[src/rtl/csa_pkg.sv]
// rtl/csa_pkg.sv - shared width constant and buffer occupancy type for the CSA first stage.
// Build macro CSA_STAGE_SKID_EN (consumed by csa_first_stage_pipe) selects the 2-entry skid buffer.
package csa_pkg;

  localparam int CSA_WIDTH = 64;

  typedef enum logic [1:0] {
    OCC_EMPTY = 2'd0,
    OCC_ONE   = 2'd1,
    OCC_FULL  = 2'd2
  } occ_t;

endpackage

[src/rtl/csa_compress3.sv]
// rtl/csa_compress3.sv - combinational per-bit 3:2 compressor (sum = xor, carry = majority).
// Macro CSA_STAGE_SKID_EN has no effect here.
module csa_compress3 #(
  parameter int WIDTH = 64
) (
  input  logic [WIDTH-1:0] a,
  input  logic [WIDTH-1:0] b,
  input  logic [WIDTH-1:0] c,
  output logic [WIDTH-1:0] sum,
  output logic [WIDTH-1:0] carry
);

  assign sum   = a ^ b ^ c;
  assign carry = (a & b) | (a & c) | (b & c);

endmodule

[src/rtl/csa_first_stage_pipe.sv]
// rtl/csa_first_stage_pipe.sv - first carry-save stage: 3:2 compressor feeding an output buffer.
// CSA_STAGE_SKID_EN defined: 2-entry skid buffer with registered in_ready; undefined: single output register.
module csa_first_stage_pipe
  import csa_pkg::*;
#(
  parameter int WIDTH = CSA_WIDTH
) (
  input  logic             clk,
  input  logic             rst_n,
  input  logic             in_valid,
  output logic             in_ready,
  input  logic [WIDTH-1:0] a,
  input  logic [WIDTH-1:0] b,
  input  logic [WIDTH-1:0] c,
  input  logic             cin,
  output logic             out_valid,
  input  logic             out_ready,
  output logic [WIDTH-1:0] si1,
  output logic [WIDTH-1:0] cyi,
  output logic             cin_o,
  output logic [1:0]       occ
);

  logic [WIDTH-1:0] w_si1;
  logic [WIDTH-1:0] w_cyi;
  logic             w_push;
  logic             w_pop;

  csa_compress3 #(.WIDTH(WIDTH)) u_compress3 (
    .a     (a),
    .b     (b),
    .c     (c),
    .sum   (w_si1),
    .carry (w_cyi)
  );

  assign w_push = in_valid && in_ready;
  assign w_pop  = out_valid && out_ready;

`ifdef CSA_STAGE_SKID_EN

  occ_t             r_state;
  logic             r_in_ready;
  logic             r_out_valid;
  logic [WIDTH-1:0] r_si1;
  logic [WIDTH-1:0] r_cyi;
  logic             r_cin;
  logic [WIDTH-1:0] r_si1_b;
  logic [WIDTH-1:0] r_cyi_b;
  logic             r_cin_b;

  // Head entry drives the outputs; the second entry only catches a triple
  // that arrives while the head is stalled, so in_ready never needs out_ready.
  always_ff @(posedge clk or negedge rst_n) begin
    if (!rst_n) begin
      r_state     <= OCC_EMPTY;
      r_in_ready  <= 1'b1;
      r_out_valid <= 1'b0;
      r_si1       <= '0;
      r_cyi       <= '0;
      r_cin       <= 1'b0;
      r_si1_b     <= '0;
      r_cyi_b     <= '0;
      r_cin_b     <= 1'b0;
    end else begin
      case (r_state)
        OCC_EMPTY: begin
          if (w_push) begin
            r_si1       <= w_si1;
            r_cyi       <= w_cyi;
            r_cin       <= cin;
            r_out_valid <= 1'b1;
            r_state     <= OCC_ONE;
          end
        end
        OCC_ONE: begin
          if (w_push && w_pop) begin
            r_si1 <= w_si1;
            r_cyi <= w_cyi;
            r_cin <= cin;
          end else if (w_push) begin
            r_si1_b    <= w_si1;
            r_cyi_b    <= w_cyi;
            r_cin_b    <= cin;
            r_in_ready <= 1'b0;
            r_state    <= OCC_FULL;
          end else if (w_pop) begin
            r_out_valid <= 1'b0;
            r_state     <= OCC_EMPTY;
          end
        end
        OCC_FULL: begin
          if (w_pop) begin
            r_si1      <= r_si1_b;
            r_cyi      <= r_cyi_b;
            r_cin      <= r_cin_b;
            r_in_ready <= 1'b1;
            r_state    <= OCC_ONE;
          end
        end
        default: begin
          r_state     <= OCC_EMPTY;
          r_in_ready  <= 1'b1;
          r_out_valid <= 1'b0;
        end
      endcase
    end
  end

  assign in_ready  = r_in_ready;
  assign out_valid = r_out_valid;
  assign si1       = r_si1;
  assign cyi       = r_cyi;
  assign cin_o     = r_cin;
  assign occ       = r_state;

`else

  logic             r_out_valid;
  logic [WIDTH-1:0] r_si1;
  logic [WIDTH-1:0] r_cyi;
  logic             r_cin;

  always_ff @(posedge clk or negedge rst_n) begin
    if (!rst_n) begin
      r_out_valid <= 1'b0;
      r_si1       <= '0;
      r_cyi       <= '0;
      r_cin       <= 1'b0;
    end else if (w_push) begin
      r_out_valid <= 1'b1;
      r_si1       <= w_si1;
      r_cyi       <= w_cyi;
      r_cin       <= cin;
    end else if (w_pop) begin
      r_out_valid <= 1'b0;
    end
  end

  assign in_ready  = !r_out_valid || out_ready;
  assign out_valid = r_out_valid;
  assign si1       = r_si1;
  assign cyi       = r_cyi;
  assign cin_o     = r_cin;
  assign occ       = {1'b0, r_out_valid};

`endif

endmodule

[config.mk]
export PLATFORM = sky130hd
export DESIGN_NAME = csa_first_stage_pipe
export DESIGN_NICKNAME = d
export VERILOG_FILES = /design/src/rtl/csa_pkg.sv /design/src/rtl/csa_compress3.sv /design/src/rtl/csa_first_stage_pipe.sv
export SDC_FILE = /design/constraint.sdc
export NUM_CORES = 1
export LEC_CHECK = 0
export BUFFER_PORTS_ARGS = -buffer_cell sky130_fd_sc_hd__buf_4
export CAP_MARGIN = 20
export CORE_MARGIN = 2
export CORE_UTILIZATION = 35
export DETAILED_ROUTE_END_ITERATION = 12
export GPL_TIMING_DRIVEN = 0
export HOLD_SLACK_MARGIN = 0.12
export PLACE_DENSITY_LB_ADDON = 0.15
export SLEW_MARGIN = 20
export SYNTH_ARGS = -nofsm -noshare
export SYNTH_HDL_FRONTEND = slang
export SYNTH_SLANG_ARGS = --single-unit
export TNS_END_PERCENT = 1
[constraint.sdc]
create_clock -name clk -period 1.58 [get_ports clk]
set_clock_uncertainty 0.15 [all_clocks]
set_input_delay 0.158 -clock clk [delete_from_list [all_inputs] [get_ports clk]]
set_output_delay 0.158 -clock clk [all_outputs]
set_load 0.01 [all_outputs]
==> impl_metrics.csv, run 1 <==
group,metric,value,unit
synthesis,synthTopCellsByArea,"dfrtp_1 (50%), mux2_4 (23%), fa_1 (20%), mux2_2 (4.8%), buf_6 (2.2%)",
synthesis,synth_cells,343,
synthesis,ys.flop_type,"dfrtp_1",
clocking,clk_path_buf_depth,2,
synthesis,async_reset_ff_share,100,%
clocking,holdBufCountCts,188,
clocking,cts_buffers,17,
placement,dpl_worst_slack,-0.0274,ns
synthesis,synth_top_cell_by_area,"dfrtp_1",
synthesis,synth_edf_count,0,
clocking,postCtsSetupBuffers,1,
synthesis,yosysMostFrequentCell,"dfrtp_1",
placement,dpl.hpwl,13.1,mm
synthesis,syn_area_per_cell,19.1,µm²
synthesis,synth.cell_area,6560,µm²
synthesis,synth.yosys.seq_area_share,49.6,%
floorplanning,initial_core_util,35.3,%
floorplanning,dieWidth,141,µm
synthesis,ys_seq_elements,130,
synthesis,yosysUniqueCellTypes,11,
status,status,"stopped before the end",
floorplanning,dieHeight,141,µm
status,stop_stage,"clock tree synthesis (4_1_cts)",
placement,routabilityCongestion,0.812,
synthesis,synth_nets,604,
clocking,htreeDepth,4,
floorplanning,io_pins,330,
clocking,cts_resized,12,
placement,io_buffers,328,
synthesis,synth_top_cell_area_share,49.6,%
synthesis,yosys-top-cells-count,"dfrtp_1 (130), mux2_4 (101), fa_1 (64)",
floorplanning,rows,50,
clocking,root_buffer,"clkbuf_16",
clocking,clock-sinks,130,
synthesis,ys_warn_count,0,
status,error,"[ERROR RSZ-0060] Max buffer count reached.",
placement,post_dp_cell_area,9350,µm²
==> cells by family after synthesis <==
group	synth area share, %
adder cells (fa/ha/maj)	19.5
buffers and inverters	2.54
flip-flops	49.6
multiplexers	27.9
other	0.0571
AND/OR/NAND/NOR	0.400
==> per-stage QoR <==
step / TNS (ns) / std cells
detailed placement: -1.33 / 906
global placement: -42.78 / 905
floorplan: 0 / 343
==> run 2: changes to the inputs <==
--- a/config.mk
+++ b/config.mk
@@ -8,10 +8,9 @@
 export BUFFER_PORTS_ARGS = -buffer_cell sky130_fd_sc_hd__buf_4
 export CAP_MARGIN = 20
 export CORE_MARGIN = 2
-export CORE_UTILIZATION = 35
+export CORE_UTILIZATION = 20
 export DETAILED_ROUTE_END_ITERATION = 12
 export GPL_TIMING_DRIVEN = 0
-export HOLD_SLACK_MARGIN = 0.12
 export PLACE_DENSITY_LB_ADDON = 0.15
 export SLEW_MARGIN = 20
 export SYNTH_ARGS = -nofsm -noshare
==> run 2 against run 1 <==
- the run now ends clean
- synthesized cell count unchanged
- synthesized area is the same
==> impl_metrics.csv, run 2 <==
group,metric,value,unit
clocking,root_buffer,"clkbuf_16",
power,p_comb_share,31.6,%
clocking,insertion_delay,0.41,ns
cells_and_area,drive_gt1_share,57.3,%
setup_path,crit_required,1.72,ns
min_path,hp-class,"in -> reg",
sta,worst_pin_slew,0.534,ns
synthesis,ys.flop_type,"dfrtp_1",
synthesis,synthTopCellsByArea,"dfrtp_1 (50%), mux2_4 (23%), fa_1 (20%), mux2_2 (4.8%), buf_6 (2.2%)",
sta,rsz0062_at_grt,"false",
cells_and_area,layout_commonest_cell,"buf_4",
synthesis,synth_compound_area_share,0,%
placement,post_dp_cell_area,9610,µm²
sta,maxSlewHeadroom,64.4,%
synthesis,yosys-top-cells-count,"dfrtp_1 (130), mux2_4 (101), fa_1 (64)",
sta,tns,0,ns
sta,setup_violations,0,
clocking,postCtsSetupBuffers,0,
power,power_density,1050,nW/µm²
setup_path,critPathArrivalTime,1.68,ns
synthesis,synth_top_cell_by_area,"dfrtp_1",
sta,clock.fmax,0.648,GHz
floorplanning,initial_core_util,20.2,%
placement,dpl.hpwl,14.8,mm
setup_path,crit_path_end_kind,"flop",
synthesis,synth_top_family_by_area,"multiplexers",
global_route,grt_max_degree,72,
global_route,track_usage,12.0,%
sta,fin_crit,1.54,ns
job,cap_viol_max_count,0,
global_route,grt_pass1_vias,5696,
floorplanning,core-area,32500,µm²
cells_and_area,utilization,37.6,%
clocking,cts.clk_slew.worst_paths,0.06,ns
clocking,clock-sinks,130,
routing,num_vias,4899,
clocking,clk_path_buf_depth,2,
cells_and_area,ff_latch_area,3250,µm²
setup_path,crit_path_max_fanout,10,
synthesis,synth_nets,604,
synthesis,muxShareOfSynthArea,27.9,%
synthesis,yosysUniqueCellTypes,11,
power,intPower,9320,µW
routing,drtPass1Iterations,4,
synthesis,async_reset_ff_share,100,%
floorplanning,die_area,34300,µm²
routing,antenna_left,0,
floorplanning,dieHeight,185,µm
synthesis,yosysMostFrequentCell,"dfrtp_1",
synthesis,syn_area_per_cell,19.1,µm²
synthesis,ys_seq_elements,130,
floorplanning,dieWidth,185,µm
synthesis,synth.cell_area,6560,µm²
synthesis,synth_cells,343,
sta,setup_slack,0.0368,ns
synthesis,synth_edf_count,0,
synthesis,synth_xor_area_share,0,%
floorplanning,rows,66,
power,switchingPower,3520,µW
sta,fin_crit_sh,97.7,%
placement,io_buffers,328,
global_route,grt_pass1_wl,31.1,mm
routing,routed_via_density,3.68,
clocking,htreeDepth,4,
cells_and_area,area.growth.synth_to_final,86.1,%
cells_and_area,final_cell_area,12200,µm²
sta,final_hold_viol_count,0,
placement,routabilityCongestion,0.703,
power,seqPwrFrac,34.7,%
clocking,tritoncts,"done",
synthesis,synthSimpleGateAreaFrac,0.400,%
global_route,antenna_found_initial,1,
clocking,cts_buffers,17,
sta,maxSlewViolCount,0,
synthesis,synth_top_cell_area_share,49.6,%
synthesis,ys_warn_count,0,
setup_path,critPathKind,"reg -> reg",
routing,wl,20.7,mm
power,ir_drop,0.663,mV
cells_and_area,final_nets,1137,
cells_and_area,multi_input_area,3160,µm²
power,p_sw_share,27.4,%
routing,drtIter0Drc,77,
status,status,"completed",
routing,wl_per_cell,15.5,µm
routing,drc,0,
placement,dpl_worst_slack,-0.0578,ns
global_route,overflow,0,
synthesis,synth.yosys.seq_area_share,49.6,%
floorplanning,io_pins,330,
setup_path,cp-start-kind,"flop",
power,power_frac_clock,33.7,%
power,cellLeakagePower,0.00580,µW
synthesis,synthAdderAreaFrac,19.5,%
cells_and_area,layout_common_cells,"buf_4 (330), dlygate4sd3_1 (184), dfrtp_1 (130)",
cells_and_area,fillers,3072,
## run 2: cell counts after synthesis
Identical to the previous run, type by type.
## run 2: worst max-delay path, stage by stage, from the launching register on
cell and delay (ns):
dfrtp_1 0.42, nand2b_4 0.13, nand2_8 0.08, clkbuf_16 0.18
buf_12 0.15, mux2_4 0.30
## run 2: logic make-up after synthesis
kind of cell	Yosys count
fa+ha+maj	64
simple gates	3
buf+inv	16
mux	129
other cells	1
flops	130
## run 2: through the flow
stage                     total power (µW)  cells  hold slack [ns]
after floorplan                       6060    343           -0.288
after global placement                8170   1113            0.220
after detailed placement              8200   1114          -0.0163
after CTS                            13100   1327         0.000368
after global routing                 13600   1332          0.00562
final                                12800   1332           0.0237
## run 2: final timing paths
path	endpoint	slack, ns	cells after the start	from
worst max-delay path	cyi[39]	0.04	5	out_valid
worst min-delay path	si1[42]	0.02	3	a[42]
worst max register to register	cyi[39]	0.04	5	out_valid
worst min register to register	cyi[53]	0.36	1	cyi[53]
max in group asynchronous	si1[32]	0.43	3	rst_n
min in group asynchronous	cyi[23]	0.09	2	rst_n
## run 2: timing repair
action | 4_1_cts | 5_1_grt
hold endpoints to repair | 185 | 1
pin swaps | 0 | 1
resized for setup | 11 | 11
gates cloned | 0 | 1
hold buffers | 181 | 3
setup endpoints to repair | 110 | 109
## run 2: cell type report
cell class              count  area share (%)
clock buffers              19            3.71
clock inverters            13            1.51
multi-input cells         197            25.8
well taps                 442            4.53
flip-flops and latches    130            26.6
plain buffers              16            2.03
diodes                      1          0.0205
repair buffers            514            35.7
## run 2: power by group through the flow
stage	registers, µW	logic [µW]	clock network, µW
final	4450	4060	4330
after detailed placement	4490	3710	0
after CTS	4450	4100	4500
after floorplan	4770	1290	0
after global routing	4550	4370	4640
after global placement	4470	3700	0
## run 2: routing by layer
layer	vias to the layer above	global-route usage, %	routed length [µm]
met4	0	5.56	600
met2	169	21.6	11300
met1	2466	13.4	7790
met3	28	3.01	1010
met5	-	0	0
li1	2236	-	-
Power figures use the tool's default switching activity.
==> run 3: changes to the inputs <==
--- a/config.mk
+++ b/config.mk
@@ -11,6 +11,7 @@
 export CORE_UTILIZATION = 20
 export DETAILED_ROUTE_END_ITERATION = 12
 export GPL_TIMING_DRIVEN = 0
+export HOLD_SLACK_MARGIN = 0.05
 export PLACE_DENSITY_LB_ADDON = 0.15
 export SLEW_MARGIN = 20
 export SYNTH_ARGS = -nofsm -noshare
==> run 3 against run 2 <==
- first-iteration DRC count decreased by 7.8%
- flip-flop and latch count stayed put
- register-to-register slack about the same
- global-route usage about the same
- core utilization rose by 0.37 points
- sequential share of layout area is 0.26 points lower
- largest cell class unchanged
- largest power group unchanged
==> impl_metrics.csv, run 3 (synthesis results as in run 2) <==
group,metric,value,unit
setup_path,rr_endpoint,"cyi[39]",
routing,drtPass1Iterations,4,
setup_path,crit_path_end_kind,"flop",
floorplanning,rows,66,
power,power_frac_clock,33.6,%
routing,num_vias,4932,
cells_and_area,fillers,3055,
sta,setup_violations,0,
clocking,insertion_delay,0.41,ns
cells_and_area,layout_common_cells,"buf_4 (330), dlygate4sd3_1 (196), dfrtp_1 (130)",
power,p_sw_share,27.4,%
global_route,grt_max_degree,72,
global_route,antenna_found_initial,1,
routing,wl_per_cell,15.5,µm
routing,drtIter0Drc,71,
min_path,hp-class,"in -> async",
clocking,clk_path_buf_depth,2,
clocking,clock-sinks,130,
cells_and_area,drive_gt1_share,56.5,%
global_route,overflow,0,
cells_and_area,final_nets,1149,
cells_and_area,multi_input_area,3160,µm²
placement,dpl.hpwl,14.8,mm
setup_path,critPathArrivalTime,1.68,ns
global_route,track_usage,12.1,%
setup_path,crit_required,1.72,ns
power,p_comb_share,31.8,%
clocking,postCtsSetupBuffers,0,
setup_path,timing.rr.start,"out_valid",
cells_and_area,utilization,38.0,%
floorplanning,core-area,32500,µm²
cells_and_area,final_cell_area,12300,µm²
clocking,cts.clk_slew.worst_paths,0.06,ns
power,intPower,9330,µW
status,status,"completed",
setup_path,crit_path_max_fanout,10,
power,ir_drop,0.663,mV
clocking,root_buffer,"clkbuf_16",
floorplanning,io_pins,330,
placement,routabilityCongestion,0.703,
routing,antenna_left,0,
clocking,cts_buffers,17,
clocking,htreeDepth,4,
floorplanning,dieWidth,185,µm
power,total_power,12900,µW
sta,worst_pin_slew,0.534,ns
placement,post_dp_cell_area,9610,µm²
power,switchingPower,3530,µW
cells_and_area,area.growth.synth_to_final,87.9,%
sta,maxSlewHeadroom,64.4,%
floorplanning,dieHeight,185,µm
setup_path,reg2reg_setup_slack,0.04,ns
sta,rsz0062_at_grt,"false",
routing,routed_via_density,3.67,
clocking,tritoncts,"done",
setup_path,critPathKind,"reg -> reg",
sta,fin_crit,1.54,ns
global_route,grt_pass1_wl,31.3,mm
job,cap_viol_max_count,0,
sta,fin_crit_sh,97.6,%
sta,final_hold_viol_count,0,
power,seqPwrFrac,34.6,%
placement,io_buffers,328,
routing,drc,0,
global_route,grt_pass1_vias,5747,
cells_and_area,layout_commonest_cell,"buf_4",
power,power_density,1040,nW/µm²
sta,clock.fmax,0.648,GHz
floorplanning,die_area,34300,µm²
floorplanning,initial_core_util,20.2,%
setup_path,cp-start-kind,"flop",
power,cellLeakagePower,0.00585,µW
sta,maxSlewViolCount,0,
routing,wl,20.8,mm
cells_and_area,ff_latch_area,3250,µm²
setup_path,reg2reg_depth,5,
run 3: cell count changes in the layout (fill, tap and decap cells not counted), sizes merged:
cell / previous run / this run
dlygate4sd3: 184 / 196
run 3: critical path, cell delays in order, from the launching register on:
cell       delay [ns]
dfrtp_1          0.42
nand2b_4         0.13
nand2_8          0.08
clkbuf_16        0.18
buf_12           0.15
mux2_4           0.30
run 3: cell type report:
cell class,instances,area share [%]
timing repair buffer,526,36.4
tap,442,4.48
sequential,130,26.4
multi-input combinational,197,25.6
clock buffer,19,3.67
clock inverter,13,1.49
antenna,1,0.0203
buffer,16,2.01
run 3: how the worst max path moves through the flow:
stage,from,endpoint,slack (ns),cells past startpoint
floorplan,out_valid,cyi[10],0.07,5
global placement,rst_n,si1[48],-0.40,1
detailed placement,out_valid,si1[40],-0.06,5
CTS,out_valid,cyi[22],-0.03,5
global route,out_valid,si1[38],0.003,5
finish,out_valid,cyi[39],0.04,5
run 3: metrics by stage:
| step | TNS, ns | setup slack (ns) | std cells | hold slack, ns |
|---|---|---|---|---|
| 3_5_place_dp | -4.29 | -0.0578 | 1114 | -0.0163 |
| 2_1_floorplan | 0 | 0.0652 | 343 | -0.288 |
| 3_3_place_gp | -52.94 | -0.400 | 1113 | 0.220 |
| 5_1_grt | 0 | 0.00322 | 1344 | 0.131 |
| 6_report | 0 | 0.0376 | 1344 | 0.0917 |
| 4_1_cts | -1.22 | -0.0310 | 1342 | 0.118 |
run 3: per-layer routing:
metal / part of all wire [%] / up-vias / track usage (%) / wire length [µm]
li1: - / 2260 / - / -
met1: 38 / 2469 / 13.4 / 7810
met2: 54 / 171 / 21.5 / 11300
met3: 4.9 / 32 / 3.07 / 1010
met4: 3.3 / 0 / 5.87 / 681
met5: 0 / - / 0 / 0
run 3: power by group through the flow:
stage | Combinational [µW] | Sequential, µW | Clock (µW)
global route | 4390 | 4550 | 4640
CTS | 4130 | 4450 | 4500
finish | 4090 | 4450 | 4320
global placement | 3700 | 4470 | 0
floorplan | 1290 | 4770 | 0
detailed placement | 3710 | 4490 | 0
run 3: repair_timing:
action / 4_1_cts / 5_1_grt
hold endpoints to repair: 257 / 0
pin swaps: 0 / 1
endpoints found under the setup margin: 110 / 109
resized for setup: 11 / 11
hold buffers: 196 / 0
gates cloned: 0 / 1
